$ cat src/rtl/psum_pkg.sv
// Shared types and default widths for the psum scratchpad address generator.
package psum_pkg;

  localparam int unsigned DEF_ADDR_W = 5;
  localparam int unsigned DEF_PASS_W = 4;

  typedef enum logic [1:0] {
    IDLE  = 2'd0,
    RUN   = 2'd1,
    DRAIN = 2'd2
  } state_e;

endpackage

$ cat src/rtl/psum_wrap_ptr.sv
// Scratchpad pointer that counts 0..lim and wraps back to 0; pulses wrap on the step at lim.
module psum_wrap_ptr
  import psum_pkg::*;
#(
  parameter int unsigned ADDR_W = DEF_ADDR_W
) (
  input  logic              clk,
  input  logic              rst,
  input  logic              clear,
  input  logic              inc,
  input  logic [ADDR_W-1:0] lim,
  output logic [ADDR_W-1:0] ptr,
  output logic              at_max,
  output logic              wrap
);

  logic [ADDR_W-1:0] ptr_q, ptr_d;

  assign ptr    = ptr_q;
  assign at_max = (ptr_q == lim);
  assign wrap   = inc & at_max;

  always_comb begin
    ptr_d = ptr_q;
    if (clear) begin
      ptr_d = '0;
    end else if (inc) begin
      ptr_d = at_max ? '0 : ptr_q + ADDR_W'(1);
    end
  end

  always_ff @(posedge clk or posedge rst) begin
    if (rst) begin
      ptr_q <= '0;
    end else begin
      ptr_q <= ptr_d;
    end
  end

endmodule

$ cat src/rtl/psum_addr_gen.sv
// Psum spad address generator: write/read pointers, occupancy and multi-pass sequencing.
// Optional sticky overflow/underflow flags when PSUM_ADDR_ERR_EN is defined.
module psum_addr_gen
  import psum_pkg::*;
#(
  parameter int unsigned ADDR_W = DEF_ADDR_W,
  parameter int unsigned PASS_W = DEF_PASS_W
) (
  input  logic              clk,
  input  logic              rst,
  input  logic              clear,
  input  logic              start,
  input  logic [ADDR_W-1:0] cfg_limit,
  input  logic [PASS_W-1:0] cfg_passes,
  input  logic              wr_en,
  input  logic              rd_en,
  output logic [ADDR_W-1:0] wr_addr,
  output logic [ADDR_W-1:0] rd_addr,
  output logic              wr_ack,
  output logic              rd_ack,
  output logic [ADDR_W:0]   level,
  output logic              full,
  output logic              empty,
  output logic              wr_at_max,
  output logic              rd_at_max,
  output logic [PASS_W-1:0] pass_cnt,
  output logic              busy,
  output logic              done
`ifdef PSUM_ADDR_ERR_EN
  ,
  output logic              ovf_err,
  output logic              udf_err
`endif
);

  localparam int unsigned LVL_W = ADDR_W + 1;

  state_e            state_q, state_d;
  logic [ADDR_W-1:0] lim_q, lim_d;
  logic [PASS_W-1:0] passes_q, passes_d;
  logic [LVL_W-1:0]  level_q, level_d;
  logic [PASS_W-1:0] pass_cnt_q, pass_cnt_d;

  logic start_acc, restart, active, wr_wrap, last_wr;

  assign start_acc = (state_q == IDLE) & start & ~clear;
  assign restart   = clear | start_acc;
  // A clearing cycle accepts nothing, so its requests leave no trace after the clear.
  assign active    = ~clear & (state_q != IDLE);

  assign level = level_q;
  assign full  = (level_q == ({1'b0, lim_q} + LVL_W'(1)));
  assign empty = (level_q == '0);

  assign rd_ack = active & rd_en & ~empty;
  assign wr_ack = ~clear & (state_q == RUN) & wr_en & (~full | rd_ack);

  assign pass_cnt = pass_cnt_q;
  assign busy     = (state_q != IDLE);
  assign done     = ~clear & (state_q == DRAIN) & empty;
  assign last_wr  = wr_wrap & (pass_cnt_q == passes_q - PASS_W'(1));

  psum_wrap_ptr #(
    .ADDR_W (ADDR_W)
  ) u_wr_ptr (
    .clk    (clk),
    .rst    (rst),
    .clear  (restart),
    .inc    (wr_ack),
    .lim    (lim_q),
    .ptr    (wr_addr),
    .at_max (wr_at_max),
    .wrap   (wr_wrap)
  );

  psum_wrap_ptr #(
    .ADDR_W (ADDR_W)
  ) u_rd_ptr (
    .clk    (clk),
    .rst    (rst),
    .clear  (restart),
    .inc    (rd_ack),
    .lim    (lim_q),
    .ptr    (rd_addr),
    .at_max (rd_at_max),
    .wrap   ()
  );

  always_comb begin
    state_d    = state_q;
    lim_d      = lim_q;
    passes_d   = passes_q;
    level_d    = level_q;
    pass_cnt_d = pass_cnt_q;

    if (clear) begin
      state_d  = IDLE;
      lim_d    = '0;
      passes_d = '0;
    end else begin
      unique case (state_q)
        IDLE: begin
          if (start) begin
            state_d  = RUN;
            lim_d    = cfg_limit;
            passes_d = (cfg_passes == '0) ? PASS_W'(1) : cfg_passes;
          end
        end
        RUN:     if (last_wr) state_d = DRAIN;
        DRAIN:   if (empty) state_d = IDLE;
        default: state_d = IDLE;
      endcase
    end

    if (restart) begin
      level_d    = '0;
      pass_cnt_d = '0;
    end else begin
      if (wr_ack & ~rd_ack) begin
        level_d = level_q + LVL_W'(1);
      end else if (rd_ack & ~wr_ack) begin
        level_d = level_q - LVL_W'(1);
      end
      if (wr_wrap && (pass_cnt_q != passes_q)) begin
        pass_cnt_d = pass_cnt_q + PASS_W'(1);
      end
    end
  end

  always_ff @(posedge clk or posedge rst) begin
    if (rst) begin
      state_q    <= IDLE;
      lim_q      <= '0;
      passes_q   <= '0;
      level_q    <= '0;
      pass_cnt_q <= '0;
    end else begin
      state_q    <= state_d;
      lim_q      <= lim_d;
      passes_q   <= passes_d;
      level_q    <= level_d;
      pass_cnt_q <= pass_cnt_d;
    end
  end

`ifdef PSUM_ADDR_ERR_EN
  logic ovf_q, ovf_d, udf_q, udf_d;

  assign ovf_err = ovf_q;
  assign udf_err = udf_q;

  always_comb begin
    ovf_d = ovf_q;
    udf_d = udf_q;
    if (restart) begin
      ovf_d = 1'b0;
      udf_d = 1'b0;
    end else begin
      if (wr_en & (((state_q == RUN) & full & ~rd_ack) | (state_q == DRAIN))) ovf_d = 1'b1;
      if (rd_en & empty & (state_q != IDLE)) udf_d = 1'b1;
    end
  end

  always_ff @(posedge clk or posedge rst) begin
    if (rst) begin
      ovf_q <= 1'b0;
      udf_q <= 1'b0;
    end else begin
      ovf_q <= ovf_d;
      udf_q <= udf_d;
    end
  end
`endif

endmodule

$ cat config.mk
export PLATFORM = sky130hd
export DESIGN_NAME = psum_addr_gen
export DESIGN_NICKNAME = d
export VERILOG_FILES = /design/src/rtl/psum_pkg.sv /design/src/rtl/psum_wrap_ptr.sv /design/src/rtl/psum_addr_gen.sv
export SDC_FILE = /design/constraint.sdc
export NUM_CORES = 1
export LEC_CHECK = 0
export ABC_AREA = 1
export BUFFER_PORTS_ARGS = -buffer_cell sky130_fd_sc_hd__buf_4
export CAP_MARGIN = 0
export CORE_MARGIN = 3
export CORE_UTILIZATION = 48
export DETAILED_ROUTE_END_ITERATION = 8
export PLACE_DENSITY = 0.82
export SETUP_SLACK_MARGIN = 0.02
export SLEW_MARGIN = 5
export SYNTH_ARGS = -nofsm -noshare
export SYNTH_HDL_FRONTEND = slang
export SYNTH_SLANG_ARGS = --single-unit
$ cat constraint.sdc
create_clock -name clk -period 2.33 [get_ports clk]
set_clock_uncertainty 0.1 [all_clocks]
set_input_delay 0.466 -clock clk [delete_from_list [all_inputs] [get_ports clk]]
set_output_delay 0.466 -clock clk [all_outputs]
set_load 0.005 [all_outputs]
==> out/results.ini, run 1 <==
[finish]
design_area_um2=3000
layout.nets=383
antenna_cells=0
instances_no_fill=411
syn2layout_area_growth_pct=34.9
layout-drive-gt1-share=0.337
final_cell_mix=nand2_1 (69), buf_4 (68), inv_1 (33), dfrtp_1 (30), nand3_1 (29)
layout_commonest_cell=nand2_1

[yosys]
synth-simple-area-share=0.310
ys.flop_type=dfrtp_1
synthArstFlopShare=1.00
synth_fa_ha_area_frac=0.0597
synth_top_family_by_area=simple AND/OR/NAND/NOR gates
syn_area_um2=2220
synth-edff-count=0
seq_area_frac_synth=0.349
synth_nets=311
synthCells=286
synthXorXnorAreaFrac=0.103
synth_compound_area_frac=0.0873
ys_types=33
yosys_warnings=0
syn_avg_cell_area_um2=7.77
ys_seq_elements=31
muxShareOfSynthArea=0.00451

[grt]
grt_pass1_vias=2089
grtUsageTotal=0.216
overflow=0
antenna_found_initial=0
grt_max_degree=32
grt_pass1_wl_um=9090

[min_path]
hold_path.class=primary input to asynchronous set/reset pin

[run_status]
status=finished, violations left
failed_checks=setup timing

[routing]
dr.first_iter.drc_count=117
wire_per_inst_um=13.5
drt-pass1-iter-count=4
viasPerCell=5.20
drc=0
num_vias=2139
drt_wl_total_um=5550
ant_nets=0

[clocking]
clk_pin_slew_worst_paths_ps=70
cts_tree=yes
clock_sinks=31
root_buffer=clkbuf_8
cts_buffers=5
clock_latency_ps=290
clockBufferDepth=2
htreeDepth=2
cts_hold_buf=0

[sta]
tightest_slew_ps=408
whs_ps=154
post-route-period-util=1.06
rsz0062_at_grt=true
setup_violations=6
setup_ws_ps=-146
slew_headroom=0.728
fmax_mhz=404
drv_slew=0
period_minus_slack_ps=2480
hold_viol_final=0

[floorplanning]
placementRows=24
die_width_um=74.0
dieArea_um2=5480
start_util=0.503
io_pins=43
die_h_um=74.0
core_area_um2=4410

[critical_path]
slowest_stage=dfrtp_1
critical-path-max-stage-delay_ps=420
criticalPathCategory=flip-flop to flip-flop
r2r_cells=21
crit_cells=21
reg2reg_from=lim_q[0]
critPathCaptureType=flip-flop
cpLargestDelayFamily=simple AND/OR/NAND/NOR gates
cp_max_fo=6
path_cells=ha_4 > inv_1 > nand2_1 > nand2_1 > nand2_1 > nand3_1 > nor2_2 > nand2_2 > nand3_4 > ha_4 > nand2_1 > inv_2 > nand4_1 > nand3_1 > nand2_1 > nand2_1 > inv_1 > nand2_1 > nand2_1 > nand2_1 > nand2_1
cp_data_required_time_ps=2420
worstPathArrival_ps=2560
path_common_cell=nand2_1
startpoint_type=flip-flop
critical_path_buf_inv_count=3
critPathLaunch=lim_q[0]

[place]
dp_hpwl_um=3910
gp_congestion=0.869
portBuffers=42
placed_cells=398
placed_area_um2=2760

[power_and_ir_drop]
vdd_drop_max_v=0.000552
leakagePower_nw=1.55
finalPower_mw=2.32
p_per_area_nw_per_um2=773

[run]
maxCapViolations=0

==> stage by stage <==
stage	setup slack (ps)	utilization	TNS, ps
after floorplan	-18.4	-	-18.4
after global placement	-13.8	0.626	-13.8
after detailed placement	-108	0.626	-275
after CTS	-118	0.673	-544
after global routing	-323	0.679	-1120
final	-146	0.679	-420
==> area by class of cell <==
type                       instances  area [um^2]
fill                             338         1420
timing repair buffer              71          544
clock buffer                       6         82.6
tap                               52         65.1
clock inverter                     2         35.0
inverter                          42          160
multi-input combinational        207         1330
sequential                        31          777
==> per-layer routing <==
metal | wire length [um] | GRT usage | part of all wire | vias to the layer above
li1 | - | - | - | 1068
met1 | 2410 | 0.258 | 0.43 | 1008
met2 | 2810 | 0.365 | 0.51 | 51
met3 | 237 | 0.0473 | 0.043 | 12
met4 | 100 | 0.107 | 0.018 | 0
met5 | 0 | 0 | 0 | -
==> power breakdown <==
part	total, mW	internal, mW	switching [mW]	leakage, nW
clock network	0.570	0.346	0.224	0.0612
registers	0.674	0.595	0.0792	0.417
logic	1.07	0.521	0.551	1.08
==> cell usage after synthesis (2+ instances only) <==
| master | number | area (um^2) |
|---|---|---|
| buf_2 | 5 | 25.0 |
| o21ai_1 | 3 | 15.0 |
| o21ai_0 | 8 | 40.0 |
| ha_1 | 9 | 113 |
| a31oi_1 | 2 | 12.5 |
| nor2_4 | 2 | 22.5 |
| a21oi_1 | 7 | 35.0 |
| nor2_1 | 15 | 56.3 |
| xor2_1 | 13 | 114 |
| o21ai_2 | 4 | 35.0 |
| nand2_1 | 70 | 263 |
| nand4_1 | 4 | 25.0 |
| nand3_4 | 3 | 52.6 |
| nand3_1 | 29 | 145 |
| dfrtp_1 | 31 | 776 |
| nand2_4 | 3 | 33.8 |
| xnor2_1 | 13 | 114 |
| nand2_2 | 4 | 25.0 |
| nor2_2 | 3 | 18.8 |
| nor4_1 | 3 | 18.8 |
| inv_2 | 4 | 15.0 |
| inv_1 | 37 | 139 |
| o22ai_1 | 4 | 25.0 |
==> cell families after synthesis <==
logic type	count (synthesis)
buffers and inverters	48
adder cells (fa/ha/maj)	10
AO/OA/AOI/OAI	31
flip-flops	31
XOR/XNOR	26
AND/OR/NAND/NOR	139
multiplexers	1
==> flip-flops by register name, summed over array words and instances, names as in the netlist <==
register and flops:
level 6, lim_q 5, u_rd_ptr.ptr 5, u_wr_ptr.ptr 5
pass_cnt 4, passes_q 4, state_q 2
==> what timing repair did <==
action                     CTS  global route
pin swaps                   16             8
buffers inserted             5             0
setup endpoints to repair    6             9
resized for setup           11             7
==> final timing paths <==
| kind | slack (ps) | end |
|---|---|---|
| max | -150 | level[5] |
| min | 150 | u_wr_ptr.ptr[2] |
| max reg2reg | -150 | level[5] |
| min reg2reg | 430 | passes_q[3] |
| max in group asynchronous | 1660 | level[1] |
| min in group clk | 310 | lim_q[2] |
==> worst min-delay path, cell delays in order <==
cell,delay [ps]
buf_4,100
inv_1,40
buf_4,360
(Power assumes the default switching activity.)
==> inputs of run 2 (changes only) <==
--- a/config.mk
+++ b/config.mk
@@ -11,9 +11,10 @@
 export CORE_MARGIN = 3
 export CORE_UTILIZATION = 48
 export DETAILED_ROUTE_END_ITERATION = 8
-export PLACE_DENSITY = 0.82
+export PLACE_DENSITY = 0.81
 export SETUP_SLACK_MARGIN = 0.02
 export SLEW_MARGIN = 5
 export SYNTH_ARGS = -nofsm -noshare
 export SYNTH_HDL_FRONTEND = slang
+export SYNTH_HIERARCHICAL = 1
 export SYNTH_SLANG_ARGS = --single-unit
==> out/results.ini, run 2 <==
[clocking]
clockBufferDepth=2  ; unchanged
cts_tree=yes  ; unchanged
cts_buffers=5  ; unchanged
htreeDepth=2  ; unchanged
clock_latency_ps=290  ; about the same
clock_sinks=31  ; unchanged
clk_pin_slew_worst_paths_ps=70  ; about the same
root_buffer=clkbuf_8  ; unchanged

[routing]
num_vias=2298  ; was 2139
drc=0  ; unchanged
dr.first_iter.drc_count=153  ; was 117
drt-pass1-iter-count=4  ; unchanged
ant_nets=0  ; unchanged
drt_wl_total_um=6070  ; was 5550 um
wire_per_inst_um=13.7  ; was 13.5 um
viasPerCell=5.20  ; about the same

[finish]
layout_commonest_cell=buf_4  ; was nand2_1
syn2layout_area_growth_pct=37.6  ; was 34.9%
layout.nets=414  ; was 383
final_cell_mix=buf_4 (69), nand2_1 (66), inv_1 (48), dfrtp_1 (28), nand3_1 (23)  ; was nand2_1 (69), buf_4 (68), inv_1 (33), dfrtp_1 (30), nand3_1 (29)
largest_reg_flops=6  ; unchanged
layout-drive-gt1-share=0.354  ; was 0.337
design_area_um2=3140  ; was 3000 um^2
nFillCells=347  ; was 338
antenna_cells=0  ; unchanged
instances_no_fill=442  ; was 411
utilization=0.702  ; was 0.679

[sta]
rsz0062_at_grt=true  ; unchanged
hold_viol_final=0  ; unchanged
drv_slew=0  ; unchanged
slew_headroom=0.703  ; was 0.728
period_minus_slack_ps=2660  ; was 2480 ps
tightest_slew_ps=445  ; was 408 ps
setup_violations=7  ; was 6
post-route-period-util=1.14  ; was 1.06
setup_tns_ps=-1840  ; was -420 ps
whs_ps=315  ; was 154 ps
fmax_mhz=376  ; was 404 MHz
setup_ws_ps=-328  ; was -146 ps

[place]
place_worst_setup_slack_ps=-159  ; was -108 ps
portBuffers=42  ; unchanged
gp_congestion=0.912  ; was 0.869
dp_hpwl_um=4490  ; was 3910 um
placed_cells=429  ; was 398
placed_area_um2=2910  ; was 2760 um^2

[grt]
grt_max_degree=22  ; was 32
grtUsageTotal=0.239  ; was 0.216
antenna_found_initial=0  ; unchanged
grt_pass1_wl_um=10200  ; was 9090 um
overflow=0  ; unchanged
grt_pass1_vias=2262  ; was 2089

[run_status]
status=finished, violations left  ; unchanged
failed_checks=setup timing  ; unchanged

[yosys]
syn_avg_cell_area_um2=7.43  ; was 7.77 um^2
synth_nets=332  ; was 311
yosys_warnings=6  ; was 0
syn_area_um2=2280  ; was 2220 um^2
synthCells=307  ; was 286

[critical_path]
criticalPathCategory=flip-flop to flip-flop  ; unchanged
cpLargestDelayFamily=simple AND/OR/NAND/NOR gates  ; unchanged
critical-path-max-stage-delay_ps=440  ; was 420 ps
critPathCaptureType=flip-flop  ; unchanged
r2r_cells=20  ; was 21
startpoint_type=flip-flop  ; unchanged
cp_data_required_time_ps=2410  ; was 2420 ps
path_cells=ha_4 > inv_2 > nand2_1 > nand2_1 > nor2_1 > nand3_1 > nor2_2 > nand3_2 > buf_6 > nand3_4 > ha_4 > a21o_1 > nand2_1 > nand3_1 > nand2_1 > nand2_1 > nand4_1 > nand2_1 > nand2_1 > nand2_1  ; was ha_4 > inv_1 > nand2_1 > nand2_1 > nand2_1 > nand3_1 > nor2_2 > nand2_2 > nand3_4 > ha_4 > nand2_1 > inv_2 > nand4_1 > nand3_1 > nand2_1 > nand2_1 > inv_1 > nand2_1 > nand2_1 > nand2_1 > nand2_1
regToRegSetupSlack_ps=-330  ; was -150 ps
path_common_cell=nand2_1  ; unchanged
r2r_end=level[5]  ; unchanged
cp_max_fo=6  ; unchanged
critical_path_buf_inv_count=2  ; was 3
reg2reg_from=lim_q[1]  ; was lim_q[0]
slowest_stage=dfrtp_2  ; was dfrtp_1
worstPathArrival_ps=2740  ; was 2560 ps
crit_cells=20  ; was 21

[min_path]
hp-start=cfg_limit[0]
hold_path.class=primary input to flip-flop  ; was primary input to asynchronous set/reset pin
min_to=lim_q[0]
hold_depth=3

[floorplanning]
die_h_um=74.9  ; was 74.0 um
core_area_um2=4470  ; was 4410 um^2
dieArea_um2=5620  ; was 5480 um^2
die_width_um=74.9  ; was 74.0 um
start_util=0.510  ; was 0.503
placementRows=24  ; unchanged
io_pins=43  ; unchanged

[power_and_ir_drop]
finalPower_mw=2.60  ; was 2.32 mW
p_per_area_nw_per_um2=827  ; was 773 nW/um^2
leakagePower_nw=1.61  ; was 1.55 nW
vdd_drop_max_v=0.000481  ; was 0.000552 V

[run]
maxCapViolations=0  ; unchanged

[run 2: cell count changes in the layout (fill, tap and decap cells not counted), moves of 4 or more]
cell / previous run / this run
a21oi_1: 6 / 12
inv_1: 33 / 48
nand3_1: 29 / 23
nor2_1: 14 / 22
o21ai_1: 3 / 7
o21ai_2: 5 / 9
xnor2_1: 13 / 5
[run 2: how the worst max path moves through the flow]
stage | from | end | slack (ps)
floorplan | lim_q[0] | level[3] | -90
global placement | lim_q[1] | level[5] | -30
detailed placement | lim_q[1] | level[5] | -160
CTS | lim_q[0] | level[3] | -240
global route | lim_q[1] | level[5] | -460
finish | lim_q[1] | level[5] | -330
[run 2: metal layers]
layer	wire [um]	global-route usage	share of wire
met5	0	0	0
met4	85	0.0791	0.014
met3	345	0.0454	0.057
met2	3010	0.412	0.50
met1	2630	0.301	0.43
[run 2: area by class of cell]
class | count | area, um^2 | share of cell area
multi-input combinational | 217 | 1360 | 0.434
clock inverter | 2 | 35.0 | 0.0112
timing repair buffer | 76 | 596 | 0.190
sequential | 31 | 779 | 0.248
tap | 52 | 65.1 | 0.0207
clock buffer | 6 | 82.6 | 0.0263
inverter | 58 | 218 | 0.0694
[run 2: repair_timing]
action,4_1_cts,5_1_grt
gates resized for setup,6,17
endpoints found under the setup margin,8,10
pin swaps,10,16
setup buffers,2,2
endpoints found under the hold margin,10,0
hold buffers,1,0
[run 2: where the power goes]
part / internal, mW / total [mW] / switching (mW)
sequential: 0.602 / 0.690 / 0.0886
clock: 0.346 / 0.563 / 0.217
combinational: 0.649 / 1.34 / 0.694
[run 2: worst reg2reg max path, stage by stage, from the launching register on]
cell,delay [ps]
dfrtp_2,440
ha_4,280
inv_2,30
nand2_1,50
nand2_1,50
nor2_1,100
nand3_1,120
nor2_2,130
nand3_2,80
buf_6,130
nand3_4,110
ha_4,230
a21o_1,160
nand2_1,90
nand3_1,90
nand2_1,80
nand2_1,60
nand4_1,70
nand2_1,50
nand2_1,60
nand2_1,50
